File: src/rtl/frame_draw_ctrl_if.sv
// Pixel write bus from the draw sequencer (master) to the VGA adapter (slave).
interface frame_draw_ctrl_if;
  logic [7:0] x_out;
  logic [6:0] y_out;
  logic [2:0] colour_out;
  logic       plot;

  modport master (output x_out, y_out, colour_out, plot);
  modport slave  (input  x_out, y_out, colour_out, plot);
endinterface

File: src/rtl/frame_draw_ctrl.sv
// Per-frame draw sequencer: one full erase sweep, then ball and both paddles rasterised as
// filled rectangles, one registered pixel per clock towards the VGA adapter.
module frame_draw_ctrl #(
  parameter int unsigned SCR_W        = 160,
  parameter int unsigned SCR_H        = 120,
  parameter int unsigned ERASE_CYCLES = 65531,
  parameter int unsigned BALL_SZ      = 4,
  parameter int unsigned PAD_W        = 4,
  parameter int unsigned PAD_H        = 16,
  parameter int unsigned LPAD_X       = 4,
  parameter int unsigned RPAD_X       = 152,
  parameter logic [2:0]  BALL_COL     = 3'b111,
  parameter logic [2:0]  PAD_COL      = 3'b111
) (
  input  logic              clk,
  input  logic              resetn,
  input  logic              frame_tick,
  input  logic [7:0]        ex_in,
  input  logic [6:0]        ey_in,
  input  logic [2:0]        ecol_in,
  input  logic [7:0]        ball_x,
  input  logic [6:0]        ball_y,
  input  logic [6:0]        lpad_y,
  input  logic [6:0]        rpad_y,
  output logic              erase_en,
  output logic              busy,
  output logic              frame_done,
  frame_draw_ctrl_if.master pix
);
  typedef enum logic [2:0] {S_IDLE, S_ERASE, S_BALL, S_LPAD, S_RPAD, S_DONE} state_t;

  typedef struct packed {
    logic [7:0] bx;
    logic [6:0] by;
    logic [6:0] ly;
    logic [6:0] ry;
  } snap_t;

  localparam logic [15:0] ERASE_LAST = 16'(ERASE_CYCLES - 1);
  localparam logic [8:0]  SCR_W9     = 9'(SCR_W);
  localparam logic [7:0]  SCR_H8     = 8'(SCR_H);

  state_t      state, next_sprite;
  snap_t       snap;
  logic [15:0] cnt;
  logic [7:0]  dx;
  logic [6:0]  dy;

  logic [8:0]  sp_x, px;
  logic [7:0]  sp_y, py;
  logic [7:0]  sp_w;
  logic [6:0]  sp_h;
  logic [2:0]  sp_col;
  logic        dx_last, dy_last, e_vis, s_vis;

  assign erase_en = (state == S_ERASE);

  // Geometry of the rectangle being rasterised; the ball is the fallback outside LPAD/RPAD.
  always_comb begin
    sp_x        = {1'b0, snap.bx};
    sp_y        = {1'b0, snap.by};
    sp_w        = 8'(BALL_SZ);
    sp_h        = 7'(BALL_SZ);
    sp_col      = BALL_COL;
    next_sprite = S_LPAD;
    case (state)
      S_LPAD: begin
        sp_x        = 9'(LPAD_X);
        sp_y        = {1'b0, snap.ly};
        sp_w        = 8'(PAD_W);
        sp_h        = 7'(PAD_H);
        sp_col      = PAD_COL;
        next_sprite = S_RPAD;
      end
      S_RPAD: begin
        sp_x        = 9'(RPAD_X);
        sp_y        = {1'b0, snap.ry};
        sp_w        = 8'(PAD_W);
        sp_h        = 7'(PAD_H);
        sp_col      = PAD_COL;
        next_sprite = S_DONE;
      end
      default: ;
    endcase
  end

  // Widened sums keep off-screen pixels from wrapping back onto the visible area.
  assign px      = sp_x + {1'b0, dx};
  assign py      = sp_y + {1'b0, dy};
  assign dx_last = (dx == sp_w - 8'd1);
  assign dy_last = (dy == sp_h - 7'd1);
  assign s_vis   = (px < SCR_W9) && (py < SCR_H8);
  assign e_vis   = ({1'b0, ex_in} < SCR_W9) && ({1'b0, ey_in} < SCR_H8);

  always_ff @(posedge clk or negedge resetn) begin
    if (!resetn) begin
      state          <= S_IDLE;
      snap           <= '0;
      cnt            <= '0;
      dx             <= '0;
      dy             <= '0;
      busy           <= 1'b0;
      frame_done     <= 1'b0;
      pix.x_out      <= '0;
      pix.y_out      <= '0;
      pix.colour_out <= '0;
      pix.plot       <= 1'b0;
    end else begin
      frame_done <= 1'b0;
      case (state)
        S_IDLE: begin
          pix.plot <= 1'b0;
          if (frame_tick) begin
            snap  <= '{bx: ball_x, by: ball_y, ly: lpad_y, ry: rpad_y};
            cnt   <= '0;
            dx    <= '0;
            dy    <= '0;
            busy  <= 1'b1;
            state <= S_ERASE;
          end
        end
        // erase_all free-runs, so a full period of its counter covers every pixel.
        S_ERASE: begin
          pix.x_out      <= ex_in;
          pix.y_out      <= ey_in;
          pix.colour_out <= ecol_in;
          pix.plot       <= e_vis;
          if (cnt == ERASE_LAST) begin
            cnt   <= '0;
            state <= S_BALL;
          end else begin
            cnt <= cnt + 16'd1;
          end
        end
        S_BALL, S_LPAD, S_RPAD: begin
          pix.x_out      <= px[7:0];
          pix.y_out      <= py[6:0];
          pix.colour_out <= sp_col;
          pix.plot       <= s_vis;
          if (dx_last) begin
            dx <= '0;
            if (dy_last) begin
              dy    <= '0;
              state <= next_sprite;
              if (state == S_RPAD) frame_done <= 1'b1;
            end else begin
              dy <= dy + 7'd1;
            end
          end else begin
            dx <= dx + 8'd1;
          end
        end
        S_DONE: begin
          pix.plot <= 1'b0;
          busy     <= 1'b0;
          state    <= S_IDLE;
        end
        default: state <= S_IDLE;
      endcase
    end
  end
endmodule

File: src/flat_wrapper.sv
// flat-port wrapper written by rule: the top's interface ports become plain ports
module frame_draw_ctrl_flat 
#(
  parameter int unsigned SCR_W        = 160,
  parameter int unsigned SCR_H        = 120,
  parameter int unsigned ERASE_CYCLES = 65531,
  parameter int unsigned BALL_SZ      = 4,
  parameter int unsigned PAD_W        = 4,
  parameter int unsigned PAD_H        = 16,
  parameter int unsigned LPAD_X       = 4,
  parameter int unsigned RPAD_X       = 152,
  parameter logic [2:0]  BALL_COL     = 3'b111,
  parameter logic [2:0]  PAD_COL      = 3'b111
)
  (clk, resetn, frame_tick, ex_in, ey_in, ecol_in, ball_x, ball_y, lpad_y, rpad_y, erase_en, busy, frame_done, pix_x_out, pix_y_out, pix_colour_out, pix_plot);
  frame_draw_ctrl_if pix_i ();
  input  logic clk;
  input  logic resetn;
  input  logic frame_tick;
  input  logic [7:0] ex_in;
  input  logic [6:0] ey_in;
  input  logic [2:0] ecol_in;
  input  logic [7:0] ball_x;
  input  logic [6:0] ball_y;
  input  logic [6:0] lpad_y;
  input  logic [6:0] rpad_y;
  output logic erase_en;
  output logic busy;
  output logic frame_done;
  output wire logic [$bits(pix_i.x_out)-1:0] pix_x_out;
  output wire logic [$bits(pix_i.y_out)-1:0] pix_y_out;
  output wire logic [$bits(pix_i.colour_out)-1:0] pix_colour_out;
  output wire logic [$bits(pix_i.plot)-1:0] pix_plot;
  assign pix_x_out = pix_i.x_out;
  assign pix_y_out = pix_i.y_out;
  assign pix_colour_out = pix_i.colour_out;
  assign pix_plot = pix_i.plot;
  frame_draw_ctrl #(.SCR_W(SCR_W), .SCR_H(SCR_H), .ERASE_CYCLES(ERASE_CYCLES), .BALL_SZ(BALL_SZ), .PAD_W(PAD_W), .PAD_H(PAD_H), .LPAD_X(LPAD_X), .RPAD_X(RPAD_X), .BALL_COL(BALL_COL), .PAD_COL(PAD_COL)) u_core (.clk(clk), .resetn(resetn), .frame_tick(frame_tick), .ex_in(ex_in), .ey_in(ey_in), .ecol_in(ecol_in), .ball_x(ball_x), .ball_y(ball_y), .lpad_y(lpad_y), .rpad_y(rpad_y), .erase_en(erase_en), .busy(busy), .frame_done(frame_done), .pix(pix_i));
endmodule
File: config.mk
export PLATFORM = sky130hd
export DESIGN_NAME = frame_draw_ctrl_flat
export DESIGN_NICKNAME = d
export VERILOG_FILES = /design/src/rtl/frame_draw_ctrl_if.sv /design/src/rtl/frame_draw_ctrl.sv /design/src/flat_wrapper.sv
export SDC_FILE = /design/constraint.sdc
export NUM_CORES = 1
export LEC_CHECK = 0
export ABC_CLOCK_PERIOD_IN_PS = 4100
export BUFFER_PORTS_ARGS = -buffer_cell sky130_fd_sc_hd__buf_2
export CORE_ASPECT_RATIO = 1.25
export CORE_MARGIN = 5
export CORE_UTILIZATION = 54
export CTS_CLUSTER_DIAMETER = 80
export DETAILED_ROUTE_END_ITERATION = 10
export PLACE_DENSITY = 0.76
export SETUP_SLACK_MARGIN = 0.4
export SLEW_MARGIN = 20
export SYNTH_ARGS = -nofsm -noshare
export SYNTH_HDL_FRONTEND = slang
export SYNTH_SLANG_ARGS = --single-unit
export TNS_END_PERCENT = 50
File: constraint.sdc
create_clock -name clk -period 4.1 [get_ports clk]
set_input_delay 0.82 -clock clk [delete_from_list [all_inputs] [get_ports clk]]
set_output_delay 0.82 -clock clk [all_outputs]
set_load 0.05 [all_outputs]
# Yosys cells after proc, flatten, opt, wreduce, memory -nomap -nowiden
# Cells that the tools add are included.
dict set report word_totals {
  ff_bits 84
  out_inout_bits 22
  word_cells 82
  inputBits 50
}
dict set report op_classes {
  add_sub_neg 6
  magnitude_cmp 4
  n_mux 29
  eq_ne 12
  reduce_logical 17
}
# operator count
set op_table {}
lappend op_table {{$pmux W8 S2} 3}
lappend op_table {{$pmux W7 S2} 3}
lappend op_table {{$mux W16} 2}
lappend op_table {{$pmux W16 S2} 1}
lappend op_table {{$mux W7} 3}
lappend op_table {{$add A16 B1 Y16 const B} 1}
lappend op_table {{$eq A16 B16 Y1 const B} 1}
lappend op_table {{$mux W8} 2}
lappend op_table {{$mux W3} 4}
lappend op_table {{$pmux W3 S2} 2}
lappend op_table {{$add A8 B8 Y9} 1}
lappend op_table {{$lt A9 B8 Y1 const B} 1}
lappend op_table {{$pmux W3 S3} 1}
lappend op_table {{$add A7 B7 Y8} 1}
lappend op_table {{$add A8 B1 Y8 const B} 1}
lappend op_table {{$eq A8 B2 Y1 const B} 1}
lappend op_table {{$lt A8 B7 Y1 const B} 1}
lappend op_table {{$lt A8 B8 Y1 const B} 1}
lappend op_table {{$reduce_and A2 Y1} 4}
lappend op_table {{$reduce_bool A2 Y1} 4}
lappend op_table {{$add A7 B1 Y7 const B} 1}
lappend op_table {{$eq A7 B7 Y1} 1}
lappend op_table {{$lt A7 B7 Y1 const B} 1}
lappend op_table {{$eq A3 B2 Y1 const B} 2}
lappend op_table {{16 further kinds} 25}

# Depth between registers and ports, before layout
# Gate-level depths: netlist (run 1).
dict set report depth {
  word_depth 8
  ltp_mapped 13
  depth_no_buf 12
}

# Least setup slack after synthesis (run 1)
# No wires, ideal clock.
dict set report synth_path {
  path_kind {register -> register}
  from {reg u_core.state[0]}
  to {reg u_core.pix.plot}
  path_slack_ns 1.172
  setup_time_ns 0.132
  path_stages_with_launch 14
  path_buffers 2
  arrival_time_ns 2.797
  required_time_ns 3.968
  synth_period_minus_slack_ns 2.928
  path_cell_list {dfrtp_1 > buf_2 > nor2_1 > clkbuf_1 > a22o_1 > a22oi_1 > nand2_1 > ha_1 > fa_1 > a211oi_1 > o211ai_1 > nor3b_1 > o311ai_1 > o21ai_0}
}
dict set report synth_via {
  elab_chain_len 6
  elab_cells_between_ends 17
  cone_classes {add/sub: 2; order compare: 2; eq/ne: 5; mux: 3; reduce/logical: 5}
}
# element line
set synth_lines {}
lappend synth_lines {{start, declared} frame_draw_ctrl.sv:43} ;# state_t state, next_sprite;
lappend synth_lines {{start signal, assigned} frame_draw_ctrl.sv:144} ;# state <= next_sprite;
lappend synth_lines {{$eq A3 B3 Y1 / $eq A3 B2 Y1 (equally long branches)} {frame_draw_ctrl.sv:66, frame_draw_ctrl.sv:110}}
lappend synth_lines {{$pmux W8 S2 / $pmux W7 S2 (equally long branches)} frame_draw_ctrl.sv:66} ;# case (state)
lappend synth_lines {{$add A8 B8 Y9 / $add A7 B7 Y8 (equally long branches)} {frame_draw_ctrl.sv:88, frame_draw_ctrl.sv:89}}
lappend synth_lines {{$lt A9 B8 Y1 / $lt A8 B7 Y1 (equally long branches)} frame_draw_ctrl.sv:92} ;# assign s_vis = (px < SCR_W9) && (py < SCR_H8);
lappend synth_lines {{$logic_and A1 B1 Y1} frame_draw_ctrl.sv:92}
lappend synth_lines {{$pmux W1 S3} frame_draw_ctrl.sv:110} ;# case (state)
lappend synth_lines {{end signal, assigned} frame_draw_ctrl.sv:127} ;# pix.plot <= e_vis;
lappend synth_lines {{end signal, assigned} frame_draw_ctrl.sv:139} ;# pix.plot <= s_vis;
lappend synth_lines {{end, declared} frame_draw_ctrl_if.sv:8} ;# modport master (output x_out, y_out, colour_out, plot);
# Several ways; a longest one is shown, not always the timed one.
# A chain may end at the register's enable or synchronous reset.

# Worst setup path after layout (run 1)
# Ends and elaborated chain as after synthesis.

==> results of run 1 <==
-- logic make-up after synthesis --
kind of cell,count (synthesis),share of synthesized area
compound gates,139,0.190
xor+xnor,12,0.0211
fa+ha+maj,21,0.0559
buf+inv,39,0.0332
flops,84,0.423
mux,35,0.0793
simple gates,182,0.198
-- critical path: stages (launching register included) --
cell and delay [ps]:
dfrtp_1 670, nor2_1 230, a22o_1 260, a22oi_1 190, nand2_1 80, ha_1 230, fa_1 440, a211oi_1 450
o211ai_1 160, nor3b_1 170, o311ai_1 250, o21ai_0 120
-- path summary, 6_finish.rpt --
| path | end | slack (ps) | startpoint |
|---|---|---|---|
| setup / recovery | u_core.pix.plot$_DFFE_PN0P_ | 730 | u_core.state[0]$_DFFE_PN0P_ |
| hold / removal | u_core.pix.x_out[0]$_DFFE_PN0P_ | 470 | u_core.pix.x_out[0]$_DFFE_PN0P_ |
| setup reg to reg | u_core.pix.plot$_DFFE_PN0P_ | 730 | u_core.state[0]$_DFFE_PN0P_ |
| hold reg to reg | u_core.pix.x_out[0]$_DFFE_PN0P_ | 470 | u_core.pix.x_out[0]$_DFFE_PN0P_ |
| max in group asynchronous | u_core.state[1]$_DFFE_PN0P_ | 3030 | resetn |
| min in group asynchronous | u_core.cnt[13]$_DFFE_PN0P_ | 530 | resetn |
-- report_power, final --
part / switching, mW / internal, mW / leakage (nW)
clock: 0.314 / 0.456 / 0.144
sequential: 0 / 0.829 / 1.02
combinational: 0.0245 / 0.0176 / 1.57
total: 0.338 / 1.30 / 2.74
-- what timing repair did --
action / 4_1_cts / 5_1_grt
hold buffers: 0 / 0
gates resized for setup: 0 / 1
setup endpoints to repair: 0 / 1
-- cell type report --
cell class,instances,area share
Sequential cell,84,0.368
Clock inverter,4,0.00394
Tap cell,123,0.0270
Multi-Input combinational cell,389,0.474
Clock buffer,12,0.0467
Timing Repair Buffer,76,0.0699
Inverter,16,0.0105
-- per-layer routing --
layer  global-route usage  vias to the layer above
met3               0.0454                       15
met1                0.301                     2042
met5                    0                        -
met2                0.353                      119
li1                     -                     2008
met4               0.0683                        0
-- synth_stat cells, types with 2 or more instances --
library cell	number	share of area
a211oi_1	7	0.011
a21o_1	5	0.0076
a21oi_1	16	0.016
a221o_1	3	0.0060
a22o_1	21	0.037
a22oi_1	15	0.023
a31oi_1	2	0.0025
a32oi_1	2	0.0035
and2_1	4	0.0050
and3_1	14	0.018
buf_1	3	0.0023
buf_2	9	0.0091
buf_4	2	0.0030
clkbuf_1	9	0.0068
dfrtp_1	84	0.42
fa_1	2	0.0081
ha_1	19	0.048
inv_1	15	0.011
mux2_1	9	0.020
mux2_2	22	0.050
mux2i_1	3	0.0060
nand2_1	54	0.041
nand2b_1	7	0.0088
nand3_1	22	0.022
nand4_1	3	0.0038
nor2_1	28	0.021
nor2_2	3	0.0038
nor2b_1	7	0.0088
nor3_1	11	0.011
nor3b_1	4	0.0060
nor4_1	3	0.0038
nor4b_1	3	0.0053
o2111a_1	2	0.0045
o2111ai_1	3	0.0053
o21ai_0	42	0.042
o21ai_1	8	0.0081
o21bai_1	2	0.0030
o31ai_1	3	0.0045
or2_2	2	0.0025
or3_1	5	0.0063
xnor2_1	6	0.011
xor2_1	6	0.011
-- sequential cells by signal (all words and copies together), names as in the netlist, 3 cells and up --
name                   count
u_core.cnt                16
u_core.pix.colour_out      3
u_core.pix.x_out           8
u_core.snap               29
u_core.state               3
u_core.dx                  8
u_core.dy                  7
u_core.pix.y_out           7
==> results list, run 1 <==
* Post-synthesis to final-layout area growth: 14.9%
* Most common cell after layout, fill and taps aside: dfrtp_1
- The worst setup path is captured at a flop.
- The final count of pins violating max slew is 0.
- The count of nets left with antenna violations once routing finished came out at 0.
* DRT met1 WL: roughly 5200 um
- For this block, the initial DRC count from the detailed router was between 200 and 300.
* Total length of routed met2 wires: 5720 um
* Boundary pin count: between 70 and 80
* Post-Place Cell Area: between 0.005 and 0.006 mm^2
- Final cell count without fillers: around 700
* Register bit count reported by yosys: 84
- After floorplanning, the core was divided into 39 placement rows.
- Synthesis produced 512 cells.
- The floorplan step set the die width to about 96 um.
* Total leakage power: around 2.7 nW
* Setup repair bufs after CTS: 0
- Starting Density: 0.548
- After detailed routing, no signal wire sits above met4.
* Outcome: finished clean
- After clock tree synthesis, the clock-pin slew on the worst setup and hold paths is 60 ps.
- Dividing the synthesized area by the synthesized cell count gives 9.71 um^2.
- After detailed placement, the design holds a cell count of 688.
- Synthesis warning total: 0
- Setup violations remaining at the end of the flow were counted as 0.
- Data required time at the worst endpoint: 4310 ps
- The floorplan step defined a die boundary enclosing 0.0112 mm^2.
- DR vias/cell: approximately 5.9
- The root buffer cell chosen for the clock tree is clkbuf_16.
- Path category of the worst min-delay check: reg2reg
- Buffers inserted during clock tree synthesis total 9.
* Fraction of final layout cells with drive strength greater than 1: 0.229
- Clk buf depth: 2
- Setup repair after global routing left no endpoint under its margin.
- The sequential cells in the finished layout cover a total of 0.00210 mm^2.
- In this run the vertical extent of the chip is about 120 um.
- Buffers added on ports: 71
- Maximum Capacitance Violations: 0
- In the final timing run, aggregate negative setup slack is 0 ps.
- Area of the multi-input gates: roughly 0.0027 mm^2
- Gpl congestion: ~0.97
- Post-synth net total: between 500 and 600
- CTS built an H-tree with a depth of 3.
- CTS tree: built
- Final number of hold-violating endpoints: 0
- Counting the fill cells in the layout gives approximately 800.
- The clock reaches the later pin of the worst-skew pair after 340 ps.
- The first global-routing pass estimated roughly 19000 um of wire.
- The via count of the first global-routing pass was about 4000.
- Util after Layout: 0.629
* DR WL met3: around 700 um
- Of all flip-flops after synthesis, the portion carrying an async set or reset was 1.00.
* Total routed wirelength: between 10000 and 15000 um
- Worst Setup Path Type: reg2reg
- In the finished design, the share of the clock period the worst path needs comes to 0.823.
- Highest-count cells in the layout ignoring fill and taps: dfrtp_1 (83), buf_2 (70), nand2_1 (54)
- Critical path peak fanout: 17
* Worst slack at placement: a little under 700 ps
* Remaining global-route overflow: 0
* Number of antenna violations at the first check in global routing: 0
- For this run, the top clock speed supported by timing is 297 MHz.
* Maximum vdd ir drop: approximately 230 uV
* Crit path setup slack, layout: ~730 ps
- For this block, the via count after detailed routing is approximately 4200.
- For this design the ratio of total power to cell area is ~290 mW/mm^2.
- Summing every instance area after synthesis gives about 0.0050 mm^2.
* Number of enable-type register cells in the synthesized netlist: 0
- Worst reg2reg path depth: 11
- Signal arrival time at the worst endpoint: approximately 3600 ps
* Diode count: 0
* Total power of the final layout: approximately 1.6 mW
- On the final layout, the worst clock skew is around 4.3 ps.
* Area of all placed cells without fillers: roughly 0.0057 mm^2
- Worst slew margin relative to its limit: 0.504
* Area of the placeable core: about 0.009 mm^2
* Minimum period implied by the final worst setup slack: approximately 3400 ps
- For this design, the sink count on the clock tree is 84.
- After synthesis, the netlist uses 64 different library cells.
- After detailed routing, the average wire length per cell comes to around 17 um.
- DR DRC count: 0
- Entering global routing, the biggest net connects 85 pins.
* Net count of the finished layout: around 650
- Once detailed placement completed, the half-perimeter wirelength came to around 9000 um.
- Transition time of the tightest slew-check pin: ~740 ps
- Most instantiated flip-flop cell in the synthesis netlist: dfrtp_1
* Worst Hold Depth: 2
- The worst setup path is launched from a flop.
- Hold timing on the final database bottoms out at a slack of 473 ps.
* TritonRoute pass-1 iters: 4
- In the global route stage, overall resource usage came out at 0.220.
- Of the synthesized area, sequential elements account for 0.423.
(Power assumes the default switching activity.)
==> run 2: changes to the inputs <==
Settings changed: ABC_CLOCK_PERIOD_IN_PS 4100 to 3450.
Clock period 4.1 ns to 3.45 ns, I/O delays scaled along.
==> run 2 against run 1 <==
Net effect:
- clock-buffer cell count stayed put
- worst setup slack got worse by 180 ps
- sequential power rose by 19%
- via count rose by 2.3%
- register-to-register slack worse by 180 ps
- maximum frequency grew 16%
- cell area rose by 1.7%
- non-clock buffer count is 6 higher
- sequential cell count stayed put
- critical path type unchanged
- largest power group unchanged
==> results list, run 2 (same netlist as run 1, synthesis figures left out) <==
- The flow ran to the end, and the final reports show no timing, DRC or antenna violations.
- After the last flow step, the layout net total stands at ~650.
- Worst-Skew Late Latency: 340 ps
- Tracing the worst setup path back leads to its startpoint at u_core.state[0]$_DFFE_PN0P_.
- Remaining global-route overflow: 0
- Max FFs per register: 29
- Crit path capture type: flop
* Regs by FF count: u_core.snap (29), u_core.cnt (16)
- Total leakage power: ~2.8 nW
* Largest net degree at the start of global routing: 85
* Area of the placeable core: 0.00908 mm^2
- Worst slack at placement: roughly 450 ps
* Cell Pwr Density: approximately 350 mW/mm^2
- Final HPWL DP: 8820 um
- Together, buffers and inverters on the worst path number 1.
- Met2 GRT Util: 0.369
* M3 GR Usage: 0.0575
- In this run, the number of DRC markers left after iteration 0 of detailed routing was ~220.
* Global-route layer with the greatest usage: met2
* Boundary pin count: slightly above 70
* Diode count: 0
* Maximum Capacitance Violations: 0
- Transition time of the tightest slew-check pin: 772 ps
* Final slew viol count: 0
- Cell chain of the critical path: buf_4 -> a22o_1 -> a22oi_1 -> nand2_1 -> ha_1 -> fa_2 -> a211oi_4 -> o21ai_1 -> a21o_1 -> o311ai_2 -> o21ai_0
- Post-Route Setup TNS: 0 ps
* Critical path peak fanout: 12
* Critical path launch point type: flop
- The largest single stage delay on the critical path is between 400 and 500 ps.
- In this run the core area contains 39 standard-cell rows.
- The via count of the first global-routing pass is around 4200.
- Endpoints failing setup: 0
* Util after Layout: 0.640
* Overall Global Routing Usage: 0.232
* Hold buffer count at cts: 0
- Dividing the detail-routed via count by the number of cells gives 6.03.
* Clock transition at path regs: roughly 60 ps
* Full die area: around 0.011 mm^2
- Minimum period implied by the final worst setup slack: approximately 2900 ps
- For this run, global-route usage on met1 was measured as 0.303.
- Fraction of final layout cells with drive strength greater than 1: 0.249
* Highest-count cells in the layout ignoring fill and taps: dfrtp_1 (81), buf_2 (70), nand2_1 (54)
- Routability-driven placement finished with a final weighted congestion of between 0.9 and 1.
* Data required time at the worst endpoint: ~3700 ps
- In the finished design, the share of the clock period the worst path needs comes to 0.840.
- DR DRC count: 0
* Crit path setup slack, layout: around 550 ps
* Post-synthesis to final-layout area growth: 16.8%
* Area of all placed cells without fillers: between 0.005 and 0.006 mm^2
* Crit Reg-Reg Startpoint: u_core.state[0]$_DFFE_PN0P_
* Top delay family on crit path: compound AO/OA/AOI/OAI gates
- Path category of the worst min-delay check: in2async
* TritonRoute pass-1 iters: 5
- Global-route wire length before repair: just over 20000 um
- Final number of hold-violating endpoints: 0
- Headroom to the max-slew limit came out at 0.485.
* Post-Place Cell Area: between 0.005 and 0.006 mm^2
- The library cell used most frequently in the layout, excluding fill and tap cells, is dfrtp_1.
- Clock skew on the completed layout was measured at approximately 5.2 ps.
- Slowest CP cell: dfrtp_2
* Number of antenna violations at the first check in global routing: 0
* Total routed wirelength: roughly 12000 um
* RSZ-0062 raised after global routing: false
* Final ANT Viol Nets: 0
* CTS tree: built
- Register bank with the most flops: u_core.snap
* Num CTS Buffers: 9
* H-tree depth: 3
- The die is between 90 and 100 um wide.
* Clock Root Buffer: clkbuf_16
* Die Span Y: ~120 um
- The tree built by TritonCTS fans out to between 80 and 90 sinks.
- STA puts the critical path data arrival time at approximately 3100 ps.
* Detail-routed net length per standard cell: approximately 17 um
- The critical path in this run is classified as reg2reg.
* Starting Density: 0.548
- Number of vias in the routed layout: around 4300
- Derived from the worst setup path, the maximum achievable clock frequency is 345 MHz.
- During placement, the flow inserted port buffers numbering ~70.
* Maximum vdd ir drop: around 290 uV
- The clock passes through at most 2 buffers.
## run 2: repair_timing
action	in CTS	in global routing
hold endpoints to repair	0	0
endpoints found under the setup margin	0	3
gates resized for setup	0	11
buffers inserted	0	1
## run 2: power breakdown
| group | switching, mW | total [mW] | internal (mW) |
|---|---|---|---|
| Combinational | 0.0288 | 0.0496 | 0.0208 |
| Clock | 0.382 | 0.980 | 0.598 |
| Sequential | 0 | 0.985 | 0.985 |
## run 2: worst paths after layout
check                                                  end  slack [ps]  depth (start not counted)
max                            u_core.pix.plot$_DFFE_PN0P_         550                         11
min                             u_core.cnt[12]$_DFFE_PN0P_         370                          1
max reg2reg                    u_core.pix.plot$_DFFE_PN0P_         550                         11
min reg2reg                u_core.pix.y_out[1]$_DFFE_PN0P_         480                          2
max in group asynchronous      u_core.state[1]$_DFFE_PN0P_        2490                          1
min in group clk           u_core.pix.y_out[1]$_DFFE_PN0P_         480                          2
## run 2: metal layers
layer,part of all wire,routed length (um),up-vias
met3,0.064,785,26
li1,-,-,2020
met4,0.024,297,0
met2,0.48,5810,155
met1,0.43,5300,2078
met5,0,0,-
## run 2: layout make-up
cell class                      instances  area, um^2
Sequential cell                        84        2110
Timing Repair Buffer                   82         444
Inverter                               16        60.1
Multi-Input combinational cell        389        2740
Clock inverter                          4        47.5
Clock buffer                           12         256
Fill cell                             783        3270
Tap cell                              123         154
## run 2: worst reg2reg max path, stage by stage, from the launching register on
cell and delay (ps):
dfrtp_2 450, buf_4 190, a22o_1 210, a22oi_1 180, nand2_1 80, ha_1 240
fa_2 430, a211oi_4 320, o21ai_1 130, a21o_1 200, o311ai_2 240, o21ai_0 120
## run 2: metrics by stage
step	hold slack (ps)	instances	power, mW
6_report	369	710	2.01
3_5_place_dp	460	693	1.05
4_1_cts	482	709	2.03
2_1_floorplan	394	512	1.00
3_3_place_gp	457	693	1.05
5_1_grt	475	710	2.08
==> run 3: changes to the inputs <==
Settings changed: ABC_CLOCK_PERIOD_IN_PS 3450 to 2600, CORE_UTILIZATION 54 to 52.
Clock period 3.45 ns to 2.6 ns, I/O delays scaled along.
==> run 3 against run 2 <==
Net effect:
- the run now ends with negative setup slack left
- combinational power grew 38%
- maximum frequency increased by 3.7%
- highest routed layer unchanged
- power rose by 27%
- via count rose by 4.7%
- core utilization grew 3.3 points
- global-route usage decreased by 0.88 points
==> results list, run 3 (same netlist as run 1, synthesis figures left out) <==
* Boundary pin count: roughly 70
- Worst-Skew Late Latency: between 300 and 400 ps
* Transition time of the tightest slew-check pin: 562 ps
* Signal arrival time at the worst endpoint: approximately 3000 ps
- Total routed wirelength: 13200 um
- Max Freq: approximately 360 MHz
- Crit path capture type: flop
- CTS saw 84 sinks.
* Number of vias in the routed layout: between 4000 and 5000
- RSZ-0062 raised after global routing: true
* Clk_skew: around 8.6 ps
- Minimum period implied by the final worst setup slack: approximately 2800 ps
- Endpoints failing setup: 4
- Slowest CP cell: dfrtp_2
- Critical path peak fanout: 6
- The checks that failed: negative setup slack.
* Detail-routed net length per standard cell: about 17 um
- Once detailed placement completed, the half-perimeter wirelength came to between 9000 and 10000 um.
* H-tree depth: 3
- Final slew viol count: 0
* Most common cell after layout, fill and taps aside: dfrtp_1
- Fill cells in the final layout number 729.
* Number of rows in the core area: 40
* Buffers added on ports: 71
- The signal on the critical path passes through buf_4 -> buf_4 -> a22o_1 -> a22oi_1 -> nand2_1 -> buf_4 -> buf_4 -> ha_4 -> a211oi_4 -> nor2_1 -> xnor2_2 -> o311ai_2 -> o21ai_1.
* Area of the placeable core: around 0.0095 mm^2
- Final number of hold-violating endpoints: 0
- The via count of the first global-routing pass is between 4000 and 5000.
* Global-route wire length before repair: 21400 um
* Post-synthesis to final-layout area growth: 28.1%
* Remaining global-route overflow: 0
- The critical path is of the reg2reg type.
- TritonRoute pass-1 iters: 5
- Gpl congestion: 0.912
- Headroom to the max-slew limit came out at 0.623.
- On the final layout, the worst hold slack is 137 ps.
- Fraction of final layout cells with drive strength greater than 1: 0.359
- For this run, the total global-route usage over all layers was measured as 0.223.
* Util after Layout: 0.673
- Starting Density: 0.526
* Clk buf depth: 2
* Cell Pwr Density: between 400 and 500 mW/mm^2
* Die width: 97.5 um
* Critical path launch point type: flop
- Clock transition at path regs: about 60 ps
- Register bank with the most flops: u_core.snap
* Most common cell type on the critical path: buf_4
- DR vias/cell: roughly 5.9
- Largest stage delay on the critical path: roughly 440 ps
- The min-delay analysis places its worst path in the category in2async.
* DR DRC count: 0
* Data required time at the worst endpoint: about 2800 ps
- In this run, the number of DRC markers left after iteration 0 of detailed routing was 236.
* Die Span Y: 119 um
- The flow ran to the end, but the final reports show violations.
- Max FFs per register: 29
- Number of antenna violations at the first check in global routing: 0
* Maximum Capacitance Violations: 0
- Ratio of final minimum period to clock period: 1.08
- Full die area: approximately 0.012 mm^2
* CTS tree: built
* Post-Route Setup TNS: -472 ps
- Crit path setup slack, layout: -197 ps
* Diode count: 0
- Entering global routing, the biggest net connects 47 pins.
- In this run, CTS created clock tree buffers numbering 9.
- In this run the remaining antenna-violating nets after routing total 0.
- The worst-case IR drop observed on VDD is 303 uV.
- Regs by FF count: u_core.snap (29), u_core.cnt (16)
* Net count of the finished layout: about 700
- Hold buffer count at cts: 0
- Total leakage power: 3.03 nW
* Clock Root Buffer: clkbuf_16
* Highest-count cells in the layout ignoring fill and taps: dfrtp_1 (79), buf_2 (69), nand2_1 (54)
[run 3: cell count changes in the layout (fill, tap and decap cells not counted), moves of 4 or more]
cell	previous run	this run
buf_4	11	52
o21ai_0	41	31
o21ai_1	9	17
ha_1	19	13
buf_6	1	5
ha_4	0	4
nor2_1	27	23
[run 3: repair_timing]
item,in CTS,in global routing
cloned,0,0
endpoints found under the setup margin,18,33
pin swaps,13,20
resized for setup,22,39
buffers inserted,8,11
[run 3: area by class of cell]
cell class              count  area [um^2]  area share
multi-input cells         389         2960       0.465
flip-flops and latches     84         2110       0.331
repair buffers            127          812       0.128
clock buffers              12          246      0.0387
well taps                 126          158      0.0248
inverters                  16         60.1     0.00943
clock inverters             4         25.0     0.00393
[run 3: report_power, final]
part / switching [mW] / internal (mW) / total [mW] / leakage (nW)
clock: 0.504 / 0.670 / 1.17 / 0.129
sequential: 0 / 1.31 / 1.31 / 1.02
combinational: 0.0380 / 0.0302 / 0.0683 / 1.88
total: 0.542 / 2.01 / 2.55 / 3.03
[run 3: worst max-delay path, delay by kind of cell (launching register included)]
family | cells | cell delay (ps)
compound gates | 5 | 1000
buf+inv | 4 | 580
flops | 1 | 440
simple gates | 2 | 250
fa+ha+maj | 1 | 240
xor+xnor | 1 | 170
[run 3: per-layer routing]
metal	up-vias	track usage	share of wire
met2	167	0.384	0.50
met3	30	0.0480	0.060
li1	2112	-	-
met5	-	0	0
met4	0	0.0918	0.031
met1	2170	0.270	0.41
[run 3: final timing paths]
path | start | to | slack [ps] | depth (start not counted)
hold reg to reg | u_core.pix.y_out[0]$_DFFE_PN0P_ | u_core.pix.y_out[0]$_DFFE_PN0P_ | 480 | 2
setup reg to reg | u_core.state[0]$_DFFE_PN0P_ | u_core.pix.plot$_DFFE_PN0P_ | -200 | 13
max in group asynchronous | resetn | u_core.state[0]$_DFFE_PN0P_ | 1830 | 2
setup / recovery | u_core.state[0]$_DFFE_PN0P_ | u_core.pix.plot$_DFFE_PN0P_ | -200 | 13
min in group clk | rpad_y[5] | u_core.snap[5]$_DFFE_PN0P_ | 390 | 2
hold / removal | resetn | u_core.cnt[13]$_DFFE_PN0P_ | 140 | 1
[run 3: through the flow]
step / area [um^2] / std cells / setup slack (ps) / total power [mW]
2_1_floorplan: 5050 / 512 / -2.08 / 1.33
3_3_place_gp: 5700 / 723 / -109 / 1.40
3_5_place_dp: 5700 / 723 / -179 / 1.40
4_1_cts: 6120 / 747 / -38.3 / 2.58
5_1_grt: 6370 / 758 / -319 / 2.65
6_report: 6370 / 758 / -197 / 2.55
